`src/rtl/mux_nx1_rr_pkg.sv`:
```
// Shared encodings and helpers for the registered N-to-1 round-robin mux.
package mux_pkg;

    localparam logic MODE_FIXED = 1'b0;
    localparam logic MODE_RR    = 1'b1;

    typedef enum logic {
        ST_EMPTY = 1'b0,
        ST_FULL  = 1'b1
    } state_t;

    // Index width that never collapses to zero bits.
    function automatic int clog2_min1(input int n);
        return (n <= 2) ? 1 : $clog2(n);
    endfunction

endpackage

```
`src/rtl/mux_nx1_rr_if.sv`:
```
// Per-channel producer handshakes plus the single registered output stream.
interface mux_nx1_rr_if #(
    parameter int N_CH = 4,
    parameter int DW   = 8,
    parameter int SELW = mux_pkg::clog2_min1(N_CH)
);
    logic [N_CH*DW-1:0] in_data;
    logic [N_CH-1:0]    in_valid;
    logic [N_CH-1:0]    in_ready;
    logic               mode;
    logic [SELW-1:0]    sel;
    logic [DW-1:0]      out_data;
    logic [SELW-1:0]    out_ch;
    logic               out_valid;
    logic               out_ready;

    modport master (
        output in_data, in_valid, mode, sel, out_ready,
        input  in_ready, out_data, out_ch, out_valid
    );

    modport slave (
        input  in_data, in_valid, mode, sel, out_ready,
        output in_ready, out_data, out_ch, out_valid
    );
endinterface

```
`src/rtl/mux_nx1_rr_rr_arb.sv`:
```
// Round-robin arbiter: first requester at or after ptr, wrapping mod N_CH.
// Latency: purely combinational.
// Backpressure: none; the caller decides whether the grant is used.
module rr_arb #(
    parameter int N_CH = 4,
    parameter int SELW = 2
) (
    input  logic [N_CH-1:0] req,
    input  logic [SELW-1:0] ptr,
    output logic            gnt_vld,
    output logic [SELW-1:0] gnt_idx
);
    int k;

    always_comb begin
        gnt_vld = 1'b0;
        gnt_idx = '0;
        k       = 0;
        for (int i = 0; i < N_CH; i++) begin
            // Wrap against N_CH, not 2^SELW, so non-power-of-2 counts work.
            k = int'(ptr) + i;
            if (k >= N_CH) k = k - N_CH;
            if (!gnt_vld && req[k]) begin
                gnt_vld = 1'b1;
                gnt_idx = SELW'(k);
            end
        end
    end
endmodule

```
`src/rtl/mux_nx1_rr.sv`:
```
// N-to-1 mux, fixed-select or round-robin, with one registered output stage.
// Latency: 1 clk from input accept to out_valid; 1 word/clk sustained.
// Backpressure: held word stays stable and all in_ready drop while out_ready is low.
module mux_nx1_rr
    import mux_pkg::*;
#(
    parameter int N_CH = 4,
    parameter int DW   = 8
) (
    input  logic         clk,
    input  logic         rst_n,
    mux_nx1_rr_if.slave  bus
);
    localparam int SELW = clog2_min1(N_CH);

    state_t            state_q, state_d;
    logic [DW-1:0]     out_data_q;
    logic [SELW-1:0]   out_ch_q;
    logic [SELW-1:0]   rr_ptr_q;

    logic              arb_vld;
    logic [SELW-1:0]   arb_idx;
    logic              grant_vld;
    logic [SELW-1:0]   grant_idx;
    logic [DW-1:0]     grant_dat;
    logic              load;
    logic              accept;
    logic [N_CH-1:0]   in_ready_c;

    rr_arb #(.N_CH(N_CH), .SELW(SELW)) u_arb (
        .req     (bus.in_valid),
        .ptr     (rr_ptr_q),
        .gnt_vld (arb_vld),
        .gnt_idx (arb_idx)
    );

    always_comb begin
        grant_vld  = 1'b0;
        grant_idx  = '0;
        grant_dat  = '0;
        in_ready_c = '0;
        state_d    = state_q;

        if (bus.mode == MODE_RR) begin
            grant_vld = arb_vld;
            grant_idx = arb_idx;
        end else begin
            // Out-of-range sel matches no channel and so never grants.
            for (int c = 0; c < N_CH; c++) begin
                if (bus.sel == SELW'(c) && bus.in_valid[c]) begin
                    grant_vld = 1'b1;
                    grant_idx = SELW'(c);
                end
            end
        end

        for (int c = 0; c < N_CH; c++) begin
            if (grant_idx == SELW'(c)) grant_dat = bus.in_data[c*DW +: DW];
        end

        load   = (state_q == ST_EMPTY) || bus.out_ready;
        accept = load && grant_vld && rst_n;

        for (int c = 0; c < N_CH; c++) begin
            in_ready_c[c] = accept && (grant_idx == SELW'(c));
        end

        if (accept)             state_d = ST_FULL;
        else if (bus.out_ready) state_d = ST_EMPTY;
    end

    always_ff @(posedge clk) begin
        if (!rst_n) begin
            state_q    <= ST_EMPTY;
            out_data_q <= '0;
            out_ch_q   <= '0;
            rr_ptr_q   <= '0;
        end else begin
            state_q <= state_d;
            if (accept) begin
                out_data_q <= grant_dat;
                out_ch_q   <= grant_idx;
                rr_ptr_q   <= (grant_idx == SELW'(N_CH - 1)) ? '0 : grant_idx + SELW'(1);
            end
        end
    end

    assign bus.in_ready  = in_ready_c;
    assign bus.out_data  = out_data_q;
    assign bus.out_ch    = out_ch_q;
    assign bus.out_valid = (state_q == ST_FULL);

endmodule

```
`src/flat_wrapper.sv`:
```
// flat-port wrapper written by rule: the top's interface ports become plain ports
module mux_nx1_rr_flat import mux_pkg::*;
#(
    parameter int N_CH = 4,
    parameter int DW   = 8
)
  (clk, rst_n, bus_in_data, bus_in_valid, bus_mode, bus_sel, bus_out_ready, bus_in_ready, bus_out_data, bus_out_ch, bus_out_valid);
  mux_nx1_rr_if #(.N_CH(N_CH), .DW(DW)) bus_i ();
  input  logic clk;
  input  logic rst_n;
  input wire logic [$bits(bus_i.in_data)-1:0] bus_in_data;
  input wire logic [$bits(bus_i.in_valid)-1:0] bus_in_valid;
  input wire logic [$bits(bus_i.mode)-1:0] bus_mode;
  input wire logic [$bits(bus_i.sel)-1:0] bus_sel;
  input wire logic [$bits(bus_i.out_ready)-1:0] bus_out_ready;
  output wire logic [$bits(bus_i.in_ready)-1:0] bus_in_ready;
  output wire logic [$bits(bus_i.out_data)-1:0] bus_out_data;
  output wire logic [$bits(bus_i.out_ch)-1:0] bus_out_ch;
  output wire logic [$bits(bus_i.out_valid)-1:0] bus_out_valid;
  assign bus_i.in_data = bus_in_data;
  assign bus_i.in_valid = bus_in_valid;
  assign bus_i.mode = bus_mode;
  assign bus_i.sel = bus_sel;
  assign bus_i.out_ready = bus_out_ready;
  assign bus_in_ready = bus_i.in_ready;
  assign bus_out_data = bus_i.out_data;
  assign bus_out_ch = bus_i.out_ch;
  assign bus_out_valid = bus_i.out_valid;
  mux_nx1_rr #(.N_CH(N_CH), .DW(DW)) u_core (.clk(clk), .rst_n(rst_n), .bus(bus_i));
endmodule
```
`config.mk`:
```
export PLATFORM = sky130hd
export DESIGN_NAME = mux_nx1_rr_flat
export DESIGN_NICKNAME = d
export VERILOG_FILES = /design/src/rtl/mux_nx1_rr_pkg.sv /design/src/rtl/mux_nx1_rr_if.sv /design/src/rtl/mux_nx1_rr_rr_arb.sv /design/src/rtl/mux_nx1_rr.sv /design/src/flat_wrapper.sv
export SDC_FILE = /design/constraint.sdc
export NUM_CORES = 1
export LEC_CHECK = 0
export ABC_AREA = 1
export CAP_MARGIN = 20
export CORE_MARGIN = 1
export CORE_UTILIZATION = 40
export CTS_BUF_LIST = sky130_fd_sc_hd__clkbuf_4 sky130_fd_sc_hd__clkbuf_8 sky130_fd_sc_hd__clkbuf_16
export DETAILED_ROUTE_END_ITERATION = 8
export PLACE_DENSITY = 0.79
export SLEW_MARGIN = 20
export SYNTH_ARGS = -nofsm -noshare
export SYNTH_HDL_FRONTEND = slang
export SYNTH_SLANG_ARGS = --single-unit
```
`constraint.sdc`:
```
create_clock -name clk -period 3.8 [get_ports clk]
set_clock_uncertainty 0.1 [all_clocks]
set_input_delay 0.57 -clock clk [delete_from_list [all_inputs] [get_ports clk]]
set_output_delay 0.57 -clock clk [all_outputs]
set_load 0.03 [all_outputs]
```
; Word-level counts from Yosys, hierarchy flattened
; Index checks and enable logic that the tools add are counted.
[word_totals]
elab_cells = 87
reg_bits = 13
in_bits = 42
[op_classes]
reduce_logical = 20
mux = 40
order_cmp = 8
bitwise_logic = 1
addsub = 8
eq_ne = 6
[op_table]
columns = op, n
row1 = $lt 32x4->1 const B, 4
row2 = $mux 32, 4
row3 = $mux 8, 4
row4 = $mux 1, 20
row5 = $mux 2, 8
row6 = $logic_and 1x1->1, 13
row7 = $sub 3x3->4 const B, 3
row8 = $ge 3x3->1 const B, 3
row9 = $bmux 1 s2, 4
row10 = $eq 2x2->1 const B, 4
row11 = $add 2x2->3 const B, 2
row12 = $eq 2x1->1 const B, 2
row13 = $logic_not 2->1, 2
row14 = $sub 2x3->4 const B, 1
row15 = $add 2x1->3 const B, 1
row16 = $ge 2x3->1 const B, 1
row17 = $logic_not 1->1, 3
row18 = $add 2x1->2 const B, 1
row19 = $reduce_bool 2->1, 1
row20 = $logic_or 1x1->1, 1
row21 = $not 1->1, 1

; Longest topological paths before layout
; Gate-level depths: netlist of run 1.
[depth]
depth_word = 21
ltp_mapped = 21

; By module
; From an unflattened synthesis of run 1, not the netlist that was laid out.
[unflattened]
hier_cells = 207
hier_area_um2 = 1227.4
[by_module_without_submodules]
columns = module, instances, area_each_um2, cells_per_inst
row1 = mux_nx1_rr, 1, 908.4, 148
row2 = rr_arb, 1, 319.1, 59

; Worst setup path after synthesis of run 1
; OpenSTA, ideal clock, no wires.
[synth_timing]
kind = in2out
from = in bus_in_valid[0]
to = out bus_in_ready[2]
cell_stages = 13
slack_ns = 0.760
t_arrival_ns = 2.370
path_cell_list = inv_1 nand2_1 nand3_1 nand2_2 nor2_2 nand3_1 nand4_1 inv_1 nor2_1 ha_1 clkbuf_1 inv_1 nor2_1
[synth_via]
word_cells_on_any_way = 37
cone_classes = eq/ne: 1 / mux: 26 / reduce/logical: 10
[synth_rtl]
columns = item, line
row1 = start: declaration, flat_wrapper.sv:12  ; input wire logic [$bits(bus_i.in_valid)-1:0] bus_in_valid;
row2 = $bmux 1 s2, mux_nx1_rr_rr_arb.sv:23  ; if (!gnt_vld && req[k]) begin
row3 = $mux 1 (implied by the code) (2 in a row), mux_nx1_rr_rr_arb.sv:23
row4 = $mux 1, mux_nx1_rr_rr_arb.sv:23
row5 = $logic_not 1->1, mux_nx1_rr_rr_arb.sv:23
row6 = $logic_and 1x1->1, mux_nx1_rr_rr_arb.sv:23
row7 = $mux 1, mux_nx1_rr_rr_arb.sv:23
row8 = $logic_not 1->1, mux_nx1_rr_rr_arb.sv:23
row9 = $logic_and 1x1->1, mux_nx1_rr_rr_arb.sv:23
row10 = $mux 1, mux_nx1_rr_rr_arb.sv:23
row11 = $logic_not 1->1, mux_nx1_rr_rr_arb.sv:23
row12 = $logic_and 1x1->1, mux_nx1_rr_rr_arb.sv:23
row13 = $mux 2 *, mux_nx1_rr_rr_arb.sv:23
row14 = $mux 2 *, mux_nx1_rr.sv:44  ; if (bus.mode == MODE_RR) begin
row15 = net u_core.grant_idx[1], mux_nx1_rr.sv:24  ; logic [SELW-1:0] grant_idx;
row16 = $eq 2x2->1 *, mux_nx1_rr.sv:65  ; in_ready_c[c] = accept && (grant_idx == SELW'(c));
row17 = $logic_and 1x1->1 *, mux_nx1_rr.sv:65
row18 = end: declaration, flat_wrapper.sv:16  ; output wire logic [$bits(bus_i.in_ready)-1:0] bus_in_ready;
; The timed path passes the listed nets; every way through them passes the cells marked *. The select of a mux whose other input is x is not followed.

; Worst setup path after layout of run 1
[layout_timing]
from = in bus_in_valid[2]
to = out bus_in_ready[2]
[layout_via]
word_cells_on_any_way = 37
cone_classes = eq/ne: 1 / mux: 26 / reduce/logical: 10
[layout_rtl]
columns = item, line
row1 = $bmux 1 s2, mux_nx1_rr_rr_arb.sv:23
row2 = $mux 1 (implied by the code) (2 in a row), mux_nx1_rr_rr_arb.sv:23
row3 = $mux 1, mux_nx1_rr_rr_arb.sv:23
row4 = $logic_not 1->1, mux_nx1_rr_rr_arb.sv:23
row5 = $logic_and 1x1->1, mux_nx1_rr_rr_arb.sv:23
row6 = $mux 1, mux_nx1_rr_rr_arb.sv:23
row7 = $logic_not 1->1, mux_nx1_rr_rr_arb.sv:23
row8 = $logic_and 1x1->1, mux_nx1_rr_rr_arb.sv:23
row9 = $mux 1, mux_nx1_rr_rr_arb.sv:23
row10 = $logic_not 1->1, mux_nx1_rr_rr_arb.sv:23
row11 = $logic_and 1x1->1, mux_nx1_rr_rr_arb.sv:23
row12 = $mux 2, mux_nx1_rr_rr_arb.sv:23
row13 = $mux 2 *, mux_nx1_rr.sv:44
row14 = net u_core.grant_idx[1], mux_nx1_rr.sv:24
row15 = $eq 2x2->1 *, mux_nx1_rr.sv:65
row16 = $logic_and 1x1->1 *, mux_nx1_rr.sv:65
; Marks and branches as above.

==> flow_metrics.env, run 1 <==
export IMPL_syn_nets=249
export IMPL_ios=57
export IMPL_worstReg2RegStart="u_core.rr_ptr_q[1]"
export IMPL_yosys_warnings=0
export IMPL_core_area_mm2=0.00257
export IMPL_cp_arrival_ps=2790
export IMPL_cts_tree="done"
export IMPL_gp_congestion=0.756
export IMPL_vias=1393
export IMPL_min_path_type="reg2reg"
export IMPL_final_area_mm2=0.00174
export IMPL_htreeDepth=1
export IMPL_ys_async_sr_fraction_pct=0
export IMPL_rsz0062_at_grt="false"
export IMPL_crit_required_ps=3130
export IMPL_hpwl_um=2340
export IMPL_layout_drive_gt1_share_pct=8.02
export IMPL_numCtsBuffers=3
export IMPL_antenna_found_initial=0
export IMPL_overflow=0
export IMPL_ys_ff_latch=13
export IMPL_path_buf_inv=5
export IMPL_clkLatencyLatePin_ps=280
export IMPL_drtPass1Iterations=4
export IMPL_crit_path_top_delay_cell="clkdlybuf4s50_1"
export IMPL_areaGrowthSynthToFinish_pct=55.6
export IMPL_root_buffer="clkbuf_4"
export IMPL_stdcell_count=292
export IMPL_tightest_slew_ps=493
export IMPL_cts_sinks=13
export IMPL_slew_headroom_pct=67.0
export IMPL_critPathMaxFanout=9
export IMPL_drv_cap=0
export IMPL_finalMaxSlewViolations=0
export IMPL_wl_per_cell_um=10.2
export IMPL_synth_cells=203
export IMPL_drt_initial_drc_count=17
export IMPL_status="complete, no violations"
export IMPL_die_x_um=54.9
export IMPL_grt_pass1_wl_um=4730
export IMPL_place_inst=288
export IMPL_p_leak_nw=0.825
export IMPL_cts_resized=0
export IMPL_report_final_hold_viol_count=0
export IMPL_power_density_mw_per_mm2=358
export IMPL_initial_core_util_pct=43.6
export IMPL_yosysUniqueCellTypes=18
export IMPL_avgSynthCellArea_um2=5.51
export IMPL_die_y_um=54.9
export IMPL_port_buffer_count=56
export IMPL_vias_per_cell=4.77
export IMPL_postRouteAntennaNets=0
export IMPL_row_count=18
export IMPL_synth_flop_cell="dfxtp_1"
export IMPL_clk_pin_slew_ps=80
export IMPL_fmax_mhz=289
export IMPL_cts_setup_buffers=0
export IMPL_synth_edf_count=0
export IMPL_grt_util_all_layers_pct=21.9
export IMPL_wl_um=2970
export IMPL_fp_dieArea_mm2=0.00301
export IMPL_clockBufferDepth=2
export IMPL_place_ws_ps=130
export IMPL_cp_end_kind="output pin"
export IMPL_syn_area_mm2=0.00112
export IMPL_hp_start="u_core.bus.out_ch[0]"
export IMPL_grt_pass1_vias=1228
export IMPL_tns_ps=0
export IMPL_timing_final_ws_setup_ps=339
export IMPL_fin_crit_sh_pct=91.1
export IMPL_hold_buffers=0
export IMPL_antenna_cells=0
export IMPL_drcViolationCount=0
export IMPL_crit_start="bus_in_valid[2]"
export IMPL_path_delay_family="simple AND/OR/NAND/NOR gates"
export IMPL_ys_seq_area_share_pct=23.3
export IMPL_path_class="in2out"
export IMPL_layout_nets=309
export IMPL_placed_area_mm2=0.00171
export IMPL_crit_top_cell="inv_1"
export IMPL_vdd_ir_drop_max_uv=393
export IMPL_fin_crit_ps=3460
export IMPL_whs_ps=367
export IMPL_max_stage_delay_ps=430
export IMPL_finalSetupViolCount=0
export IMPL_start_kind="input port"
export IMPL_grt_max_degree=19
export IMPL_cp_cell_sequence="clkdlybuf4s50_1, inv_1, nand2_1, nand3_1, nand2_2, nor2_2, nand3_1, nand4_1, inv_1, nor2_1, ha_2, inv_1, nor2_1, buf_4"
==> Yosys cell counts (2+ instances only) <==
cell type / count / area [um2]
a21oi_1: 19 / 95.1
clkbuf_1: 4 / 15.0
dfxtp_1: 13 / 260
ha_1: 4 / 50.1
inv_1: 20 / 75.1
nand2_1: 87 / 327
nand2_2: 4 / 25.0
nand3_1: 10 / 50.1
nor2_1: 10 / 37.5
nor2_2: 2 / 12.5
nor3_1: 3 / 15.0
o21ai_0: 21 / 105
==> logic make-up after synthesis <==
| logic type | share of synthesized area (%) |
|---|---|
| simple gates | 43.3 |
| compound gates | 17.9 |
| buf+inv | 11.1 |
| flops | 23.3 |
| fa+ha+maj | 4.47 |
==> cells in the final DEF, fill, tap and decap left out, types with 8 or more instances in the layout <==
cell / n
buf_4: 8
nor2_1: 10
nand3_1: 10
clkdlybuf4s50_1: 52
a21oi_1: 19
o21ai_0: 21
dfxtp_1: 13
nand2_1: 87
inv_1: 20
==> worst min-delay path, delay by kind of cell (launching register included) <==
family / cells / cell delay, ps
compound gates: 1 / 50
simple gates: 1 / 60
flops: 1 / 320
==> worst paths after layout <==
| kind | cells after the start | to | slack (ps) |
|---|---|---|---|
| hold / removal | 2 | u_core.bus.out_ch[0] | 370 |
| setup / recovery | 14 | bus_in_ready[2] | 340 |
| hold reg to reg | 2 | u_core.bus.out_ch[0] | 370 |
| setup reg to reg | 17 | u_core.bus.out_data[3] | 820 |
==> power by group <==
group	total, W	switching (W)	internal (W)
clock network	0.0000959	0.0000479	0.0000480
logic	0.000362	0.000210	0.000152
registers	0.000165	0.0000104	0.000154
==> sequential cells by signal (all words and copies together), names as in the netlist <==
name and cells:
u_core.bus.out_ch 2, u_core.rr_ptr_q 2, u_core.bus.out_valid 1, u_core.bus.out_data 8
==> metrics by stage <==
stage / total power (W) / util, %
after floorplan: 0.000402 / -
after global placement: 0.000529 / 66.4
after detailed placement: 0.000529 / 66.4
after CTS: 0.000626 / 67.6
after global routing: 0.000681 / 67.8
final: 0.000623 / 67.8
==> cell type report <==
class	instances	area [um2]
fill	245	827
multi-input combinational	162	737
timing repair buffer	61	593
sequential	13	260
inverter	22	82.6
tap	30	37.5
clock buffer	4	30.0
==> routing by layer <==
metal,GRT usage [%],wire [um]
met5,0,0
met4,2.56,16
met3,9.17,222
met2,38.0,1330
met1,25.4,1400
Note: power is estimated with default switching activity, not from simulation.
==> run 2, diff against run 1 <==
- ABC_AREA: 1 -> 0
- CORE_UTILIZATION: 40 -> 38
- GPL_TIMING_DRIVEN: not set -> 0
- PLACE_DENSITY: 0.79 -> 0.78
- clock period: 3.8 -> 3.4 ns (I/O delays scaled with it)
==> run 2 against run 1 <==
  * Synthesized cell count decreased by 36%
  * Clock power increased by 13%
  * Non-clock buffer count increased by 3
  * Cell count decreased by 25%
  * Sequential share of layout area increased by 0.67 points
  * Critical path type unchanged
  * Largest cell class unchanged
==> flow_metrics.env, run 2 <==
export IMPL_core_area_mm2=0.00252
export IMPL_avgSynthCellArea_um2=7.98
export IMPL_power_density_mw_per_mm2=420
export IMPL_htreeDepth=1
export IMPL_cts_sinks=13
export IMPL_rsz0062_at_grt="false"
export IMPL_path_class="in2out"
export IMPL_stdcell_count=219
export IMPL_syn_nets=175
export IMPL_grt_util_all_layers_pct=22.7
export IMPL_initial_core_util_pct=40.8
export IMPL_areaGrowthSynthToFinish_pct=61.7
export IMPL_vias_per_cell=5.58
export IMPL_clockBufferDepth=2
export IMPL_cp_arrival_ps=2680
export IMPL_status="complete, no violations"
export IMPL_ys_seq_area_share_pct=25.3
export IMPL_cts_tree="done"
export IMPL_numCtsBuffers=3
export IMPL_slew_headroom_pct=68.5
export IMPL_mostFrequentLayoutCells="clkdlybuf4s50_1 (48), nand2_1 (24), dfxtp_1 (13), mux2i_1 (12), inv_1 (8)"
export IMPL_clk_pin_slew_ps=80
export IMPL_wl_um=3160
export IMPL_synth_area_top_cells="dfxtp_1 (25%), mux2i_1 (12%), nand2_1 (8.7%)"
export IMPL_root_buffer="clkbuf_4"
export IMPL_yosysMostFrequentCell="nand2_1"
export IMPL_clkPwrFrac_pct=15.4
export IMPL_timing_final_ws_setup_ps=114
export IMPL_placed_area_mm2=0.00162
export IMPL_largest_register_ffs=8
export IMPL_grt_max_degree=12
export IMPL_drv_cap=0
export IMPL_place_inst=214
export IMPL_critPathMaxFanout=8
export IMPL_die_x_um=54.1
export IMPL_port_buffer_count=55
export IMPL_ios=57
export IMPL_mostFrequentLayoutCell="clkdlybuf4s50_1"
export IMPL_drcViolationCount=0
export IMPL_postRouteAntennaNets=0
export IMPL_clkLatencyLatePin_ps=280
export IMPL_fmax_mhz=304
export IMPL_ys_async_sr_fraction_pct=0
export IMPL_finalSetupViolCount=0
export IMPL_vias=1222
export IMPL_cp_end_kind="output pin"
export IMPL_drtPass1Iterations=4
export IMPL_crit_required_ps=2790
export IMPL_drt_initial_drc_count=19
export IMPL_tightest_slew_ps=470
export IMPL_overflow=0
export IMPL_row_count=18
export IMPL_final_area_mm2=0.00167
export IMPL_hold_buffers=0
export IMPL_netlist_area_leader_share_pct=25.3
export IMPL_wl_per_cell_um=14.4
export IMPL_finalMaxSlewViolations=0
export IMPL_ys_ff_latch=13
export IMPL_layout_drive_gt1_share_pct=10.1
export IMPL_yosysUniqueCellTypes=34
export IMPL_start_kind="input port"
export IMPL_antenna_found_initial=0
export IMPL_place_ws_ps=-613
export IMPL_fin_crit_ps=3290
export IMPL_min_path_type="reg2reg"
export IMPL_gp_congestion=0.796
export IMPL_fp_dieArea_mm2=0.00292
export IMPL_seqPwrFrac_pct=28.8
export IMPL_pwr_share_comb_pct=55.7
export IMPL_die_y_um=54.1
export IMPL_p_sw_share_pct=39.7
export IMPL_yosys_warnings=0
export IMPL_p_int_w=0.000422
export IMPL_num_fill_cells=234
export IMPL_synth_flop_cell="dfxtp_1"
export IMPL_report_final_hold_viol_count=0
export IMPL_p_leak_nw=0.693
export IMPL_vdd_ir_drop_max_uv=346
export IMPL_grt_pass1_wl_um=4810
export IMPL_synth_largest_area_cell="dfxtp_1"
export IMPL_grt_pass1_vias=1174
export IMPL_netSwitchingPower_w=0.000277
export IMPL_synth_cells=129
export IMPL_synthTopCellsByCount="nand2_1 (24), dfxtp_1 (13), mux2i_1 (12)"
export IMPL_whs_ps=362
export IMPL_hpwl_um=2400
export IMPL_synth_edf_count=0
export IMPL_antenna_cells=0
export IMPL_syn_area_mm2=0.00103
export IMPL_layout_nets=236
export IMPL_fin_crit_sh_pct=96.6
## run 2: cell types whose count changed in the layout (fill, tap and decap cells not counted), moves of 5 or more
cell,change
dlygate4sd2_1,+5
buf_4,-6
mux2i_1,+12
a22oi_1,+7
o221ai_1,+7
nand3_1,-8
a21oi_1,-15
inv_1,-12
nor2_1,-5
o21ai_0,-19
nand2_1,-63
## run 2: what timing repair did
action                     CTS  global route
pin swaps                    1             0
setup buffers                2             0
setup endpoints to repair    4             4
gates cloned                 0             0
resized for setup            9             7
## run 2: cells by family after synthesis
| kind of cell | Yosys count | synth area share (%) |
|---|---|---|
| AOI/OAI and AO/OA | 35 | 25.6 |
| adders and majority gates | 4 | 4.86 |
| buffers and inverters | 17 | 8.38 |
| DFF | 13 | 25.3 |
| muxes | 13 | 13.9 |
| and+or+nand+nor | 47 | 22.0 |
## run 2: routing by layer
layer | up-vias | part of all wire [%] | track usage, %
met5 | - | 0 | 0
met4 | 0 | 0.95 | 5.56
met3 | 4 | 7.8 | 6.78
met2 | 49 | 52 | 45.7
met1 | 575 | 40 | 22.1
li1 | 594 | - | -
## run 2: worst paths after layout
kind	from	to	slack, ps	cells past startpoint
setup / recovery	bus_in_valid[3]	bus_in_ready[0]	110	8
hold reg to reg	u_core.bus.out_ch[0]	u_core.bus.out_ch[0]	360	2
setup reg to reg	u_core.rr_ptr_q[1]	u_core.bus.out_data[5]	540	12
hold / removal	u_core.bus.out_ch[0]	u_core.bus.out_ch[0]	360	2
## run 2: layout make-up
type / instances / area (um2) / share of cell area [%]
clock buffer: 4 / 30.0 / 1.80
sequential: 13 / 260 / 15.6
timing repair buffer: 57 / 549 / 33.0
multi-input combinational: 99 / 704 / 42.3
buffer: 7 / 50.0 / 3.01
inverter: 9 / 33.8 / 2.03
tap: 30 / 37.5 / 2.25
## run 2: critical path: stages
cell and delay (ps):
dlygate4sd2_1 340, or2_2 310, a221oi_1 360, o311a_1 290
buf_4 140, ha_1 180, and3_1 150, dlygate4sd2_1 390
## run 2: per-stage QoR
stage	total power (W)	setup TNS, ps	utilization, %
after global placement	0.000574	-1250	64.1
after global routing	0.000743	0	66.0
after floorplan	0.000431	0	-
final	0.000699	0	66.0
after detailed placement	0.000584	-1450	64.1
after CTS	0.000696	0	65.8
## run 2: power by group through the flow
stage / clock network, W / registers [W] / logic [W]
after floorplan: 0 / 0.000256 / 0.000175
after global placement: 0 / 0.000203 / 0.000371
after detailed placement: 0 / 0.000204 / 0.000380
final: 0.000108 / 0.000201 / 0.000390
after global routing: 0.000119 / 0.000206 / 0.000419
after CTS: 0.000107 / 0.000202 / 0.000386
==> RTL edit 1, RTL diff (settings of run 2) <==
`DW` is set to 8 in 3 places; all go to 12.
--- a/src/rtl/mux_nx1_rr_if.sv
+++ b/src/rtl/mux_nx1_rr_if.sv
@@ -1,7 +1,7 @@
 // Per-channel producer handshakes plus the single registered output stream.
 interface mux_nx1_rr_if #(
     parameter int N_CH = 4,
-    parameter int DW   = 8,
+    parameter int DW   = 12,
     parameter int SELW = mux_pkg::clog2_min1(N_CH)
 );
     logic [N_CH*DW-1:0] in_data;
--- a/src/rtl/mux_nx1_rr.sv
+++ b/src/rtl/mux_nx1_rr.sv
@@ -5,7 +5,7 @@
     import mux_pkg::*;
 #(
     parameter int N_CH = 4,
-    parameter int DW   = 8
+    parameter int DW   = 12
 ) (
     input  logic         clk,
     input  logic         rst_n,
--- a/src/flat_wrapper.sv
+++ b/src/flat_wrapper.sv
@@ -2,7 +2,7 @@
 module mux_nx1_rr_flat import mux_pkg::*;
 #(
     parameter int N_CH = 4,
-    parameter int DW   = 8
+    parameter int DW   = 12
 )
   (clk, rst_n, bus_in_data, bus_in_valid, bus_mode, bus_sel, bus_out_ready, bus_in_ready, bus_out_data, bus_out_ch, bus_out_valid);
   mux_nx1_rr_if #(.N_CH(N_CH), .DW(DW)) bus_i ();
Interface: changed (resized bus_in_data and bus_out_data); port bits go from 57 to 77. The function was not compared with the original's and may differ.
==> RTL edit 1 against run 2 <==
Synthesized cell count rose by 24%; power rose by 30%; synthesized area rose by 28%; critical path depth did not move; final area rose by 29%; sequential cell count rose by 4; wire length rose by 18%; setup slack improved by 0.0082 ns; critical endpoint is now bus_in_ready[1]; largest cell class unchanged.
==> RTL edit 1: results (changes against run 2) <==
** Synth
- Primary flip-flop cell chosen by synthesis mapping :: dfxtp_1 (unchanged)
- Yosys warnings :: 0 (unchanged)
- The count of cell types in the netlist came to 38 (was 34).
- The net count after synthesis was 222 (was 175).
- Cells taking the most area after synthesis: dfxtp_1 26%, mux2i_1 14%, nand2_1 9.1% (was dfxtp_1 25%, mux2i_1 12%, nand2_1 8.7%).
- Sequential share of the synthesized area :: 25.8% (was 25.3%)
- Async SR Flop Fraction :: 0% (unchanged)
- Post-synth top cells: 32 x nand2_1, 19 x mux2i_1, 17 x dfxtp_1 (was 24 x nand2_1, 13 x dfxtp_1, 12 x mux2i_1).

** Placement
- The count of input and output buffers is 72 (was 55).
- The post-place setup slack is -0.749 ns (was -0.613 ns).
- Standard cell area after detailed placement :: 0.00210 mm^2 (was 0.00162 mm^2)
- HPWL after detailed placement :: 2900 um (was 2400 um)
- The final RePlAce weighted congestion was 0.850 (was 0.796).

** Setup path
- The largest fanout on the critical path came to 10 (was 8).
- The register-to-register setup slack is 0.45 ns (was 0.54 ns).
- Max stage delay on crit path :: 0.52 ns (was 0.39 ns)
- Arrival time worst endpoint :: 2.67 ns (was 2.68 ns)
- The cell with the largest stage delay on the worst path is clkdlybuf4s50_1 (was dlygate4sd2_1).

** Clock tree
- The number of buffers inserted during clock tree synthesis is 3 (unchanged).
- The number of buffers on the longest clock path came to 2 (unchanged).
- Number of H-tree levels :: 1 (unchanged)
- Clock transition at the registers of the reported paths :: 0.11 ns (was 0.08 ns)
- The buffer cell driving the clock tree root is clkbuf_4 (unchanged).
- At the later pin of the worst-skew pair, clock insertion delay measures 0.29 ns.

** Timing
- Final critical delay including setup and external delays :: 3.28 ns (was 3.29 ns)
- The worst hold slack after final layout came to 0.365 ns (was 0.362 ns).
- The worst max-slew margin expressed relative to the limit was 66.0% (was 68.5%).

** Pwr
- Highest ir drop seen on vdd :: 201 uV (was 346 uV)
- The leakage component of the power is 0.000868 uW (was 0.000693 uW).

** GRT
- Wire length of the first global-routing pass :: 5800 um (was 4810 um)
- The routing usage on met2 is 33.6% (was 45.7%).
- The largest net degree at the start of global routing was 14 (was 12).
- Number of antenna violations at the first check in global routing :: 0 (unchanged)
- Via count of the first global-routing pass :: 1294 (was 1174)
- Gr usage total :: 20.9% (was 22.7%)
- Met3 capacity usage during global routing :: 5.54% (was 6.78%)
- The met1 demand-to-capacity share in global routing is 27.9% (was 22.1%).

** Routing
- DRT iter0 DRCs :: 46 (was 19)
- Avg WL per Cell :: 13.2 um (was 14.4 um)
- The via density per instance came to 5.19 (was 5.58).
- The detailed-routing iteration count for the pre-antenna-repair pass is 4 (unchanged).

** Outcome
- Outcome: finished clean (unchanged).

** Layout
- The share of cells above drive strength 1 came to 11.0% (was 10.1%).
- Filler instances :: 312 (was 234)
- Antenna diode count :: 0 (unchanged)
- Total number of nets in the final design :: 299 (was 236)
- The multi-input combinational cell area came to 875 um^2 (was 704 um^2).
- The number of flip-flops in the largest register came to 12 (was 8).

** Hold path
- The worst hold-check path type is register to register (unchanged).
==> RTL edit 1: critical path: cells and delay by family <==
| kind | cells | cell delay, ns |
|---|---|---|
| AOI/OAI and AO/OA | 2 | 0.31 |
| muxes | 1 | 0.35 |
| adders and majority gates | 1 | 0.28 |
| and+or+nand+nor | 1 | 0.15 |
| buffers and inverters | 3 | 1.05 |
==> RTL edit 1: power by group <==
part	total (uW)	switching [uW]	internal [uW]
Combinational	517	271	246
Clock	124	69.9	53.6
Sequential	267	23.9	243
Total	907	365	542
==> RTL edit 1: logic make-up after synthesis <==
kind of cell / count (synthesis) / share of synthesized area (%)
AO/OA/AOI/OAI: 40 / 24.0
buffers and inverters: 21 / 8.73
adder cells (fa/ha/maj): 4 / 3.80
multiplexers: 21 / 17.0
AND/OR/NAND/NOR: 57 / 20.7
flip-flops: 17 / 25.8
==> RTL edit 1: final cells by class <==
class	count	share of cell area (%)
flip-flops and latches	17	15.9
well taps	46	2.69
plain buffers	13	4.03
multi-input cells	122	40.8
clock buffers	4	1.40
inverters	7	1.40
repair buffers	73	33.8
==> RTL edit 1: path summary, 6_finish.rpt <==
kind / startpoint / end / cells after the start
setup / recovery: bus_sel[0] / bus_in_ready[1] / 8
hold / removal: u_core.bus.out_data[10] / u_core.bus.out_data[10] / 2
setup reg to reg: u_core.rr_ptr_q[0] / u_core.bus.out_data[6] / 13
hold reg to reg: u_core.bus.out_data[10] / u_core.bus.out_data[10] / 2
==> RTL edit 1: repair_timing <==
item	in CTS	in global routing
endpoints found under the setup margin	4	2
endpoints found under the hold margin	0	0
gates resized for setup	16	1
pin swaps	0	0
buffers inserted	1	0
==> RTL edit 1: through the flow <==
| step | instances | TNS (ns) | power [uW] |
|---|---|---|---|
| 3_5_place_dp | 278 | -1.74 | 786 |
| 3_3_place_gp | 278 | -1.64 | 779 |
| 2_1_floorplan | 160 | 0 | 586 |
| 5_1_grt | 282 | 0 | 973 |
| 6_report | 282 | 0 | 907 |
| 4_1_cts | 282 | 0 | 914 |
==> RTL edit 1: per-layer routing <==
metal  vias up  share of wire (%)
met4         0               0.51
met3         4                6.0
li1        734                  -
met2        44                 48
met5         -                  0
met1       681                 45
==> RTL edit 2, RTL diff (config.mk and constraints of run 2) <==
Made on the original files. Make the reset (`rst_n`) asynchronous in one clocked block.
--- a/src/rtl/mux_nx1_rr.sv
+++ b/src/rtl/mux_nx1_rr.sv
@@ -69,7 +69,7 @@
         else if (bus.out_ready) state_d = ST_EMPTY;
     end
 
-    always_ff @(posedge clk) begin
+    always_ff @(posedge clk or negedge rst_n) begin
         if (!rst_n) begin
             state_q    <= ST_EMPTY;
             out_data_q <= '0;
Function: differs if rst_n is asserted again (counterexample within 4 cycles, from zero or initial values and one cycle with rst_n low); with rst_n held inactive, the same outputs for 10 cycles.
==> RTL edit 2 against run 2 <==
Combinational power is 81% higher; register-to-register slack got worse by 0.09 ns; synthesized area grew 9.4%; final area increased by 6.4%; wire length shrank 0.44%; setup slack gained 0.029 ns; synthesized cell count is 10% lower; sequential cell count stayed put; via count fell by 4.8%; core utilization down 2.3 points; non-clock buffer count is 1 lower; power grew 52%; critical endpoint is now bus_in_ready[3]; largest cell class unchanged.
==> RTL edit 2: results (changes against run 2) <==
** Outcome
- Outcome: finished clean (unchanged).

** Hold path
- Class of the most critical hold timing path :: input port to async pin (was register to register)

** Synth
- The net count after synthesis came to 162 (was 175).
- The complex-gate fraction of the synthesized area came to 22.0% (was 25.6%).
- Cells taking the most area after synthesis: dfrtp_1 29%, mux2_2 9.0%, a221oi_1 5.4% (was dfxtp_1 25%, mux2i_1 12%, nand2_1 8.7%).
- The cell taking the most area after synthesis is dfrtp_1 (was dfxtp_1).
- Async SR Flop Fraction :: 100% (was 0%)
- The count of cell types in the netlist was 37 (was 34).
- Sequential share of the synthesized area :: 28.9% (was 25.3%)
- The share of cell area taken by muxes after synthesis came to 17.2% (was 13.9%).

** GRT
- The met1 demand-to-capacity share in global routing was 26.2% (was 22.1%).
- The wire length of the first global-routing pass was 5240 um (was 4810 um).
- Met3 capacity usage during global routing :: 2.76% (was 6.78%)
- Gr usage total :: 20.4% (was 22.7%)
- Met2 Track Usage GR :: 34.5% (was 45.7%)
- Maximum number of pins on one net before global-route repair :: 15 (was 12)

** Placement
- The final RePlAce weighted congestion came to 0.850 (was 0.796).
- The count of input and output buffers was 54 (was 55).
- The final HPWL from detailed placement is 2510 um (was 2400 um).

** Pwr
- The largest voltage drop on the vdd net was 348 uV (was 346 uV).
- The leakage component of the power came to 0.000709 uW (was 0.000693 uW).

** Layout
- The number of filler cells placed in the layout was 261 (was 234).
- Combined area of the multi-input logic cells :: 761 um^2 (was 704 um^2)
- The share of cells above drive strength 1 was 23.6% (was 10.1%).
- The count of buffers not belonging to the clock network in the layout was 63 (was 64).
- The number of ordinary inverters in the final layout was 5 (was 9).
- Sequential cell area :: 325 um^2 (was 260 um^2)
- The buffer share of cell area was 33.8% (was 36.0%).
- Total number of nets in the final design :: 221 (was 236)
- Clock network contribution to total cell area :: 1.69% (was 1.80%)

** Setup path
- Critical Path Start :: bus_sel[0] (was bus_in_valid[3])
- The data arrival time of the worst path is 2.65 ns (was 2.68 ns).
- Slowest library cell on the worst path :: clkdlybuf4s50_1 (was dlygate4sd2_1)
- Worst reg2reg path depth :: 10 (was 12)
- End of the critical path :: bus_in_ready[3] (was bus_in_ready[0])
- The delay of the slowest critical-path stage was 0.48 ns (was 0.39 ns).
- Source of the worst register-to-register timing path :: u_core.rr_ptr_q[0] (was u_core.rr_ptr_q[1])
- The register-to-register setup slack came to 0.45 ns (was 0.54 ns).

** Routing
- DRT iter0 DRCs :: 61 (was 19)
- Detailed-route wire length on metal 1 :: 1390 um (was 1250 um)
- The detailed-route via count was 1163 (was 1222).

** Timing
- The transition time of the tightest slew-check pin is 0.590 ns (was 0.470 ns).
==> RTL edit 2: metrics by stage <==
| step | setup slack, ns | total power (uW) | cell area [um^2] | std cells |
|---|---|---|---|---|
| finish | 0.144 | 1070 | 1770 | 205 |
| global route | 0.0212 | 1120 | 1770 | 205 |
| CTS | 0.00617 | 1070 | 1770 | 205 |
| detailed placement | -1.02 | 954 | 1710 | 201 |
| global placement | -0.945 | 925 | 1710 | 201 |
| floorplan | 0.278 | 700 | 1130 | 116 |
==> RTL edit 2: power breakdown <==
part / switching (uW) / internal (uW) / total (uW)
Clock: 47.5 / 53.4 / 101
Sequential: 34.3 / 223 / 257
Combinational: 355 / 352 / 707
==> RTL edit 2: cells by family after synthesis <==
logic type,after synthesis
adders and majority gates,4
DFF,13
buffers and inverters,14
AOI/OAI and AO/OA,32
and+or+nand+nor,38
muxes,15
==> RTL edit 2: repair_timing <==
action | 4_1_cts | 5_1_grt
setup buffers | 1 | 0
setup endpoints to repair | 4 | 4
resized for setup | 22 | 7
pin swaps | 1 | 0
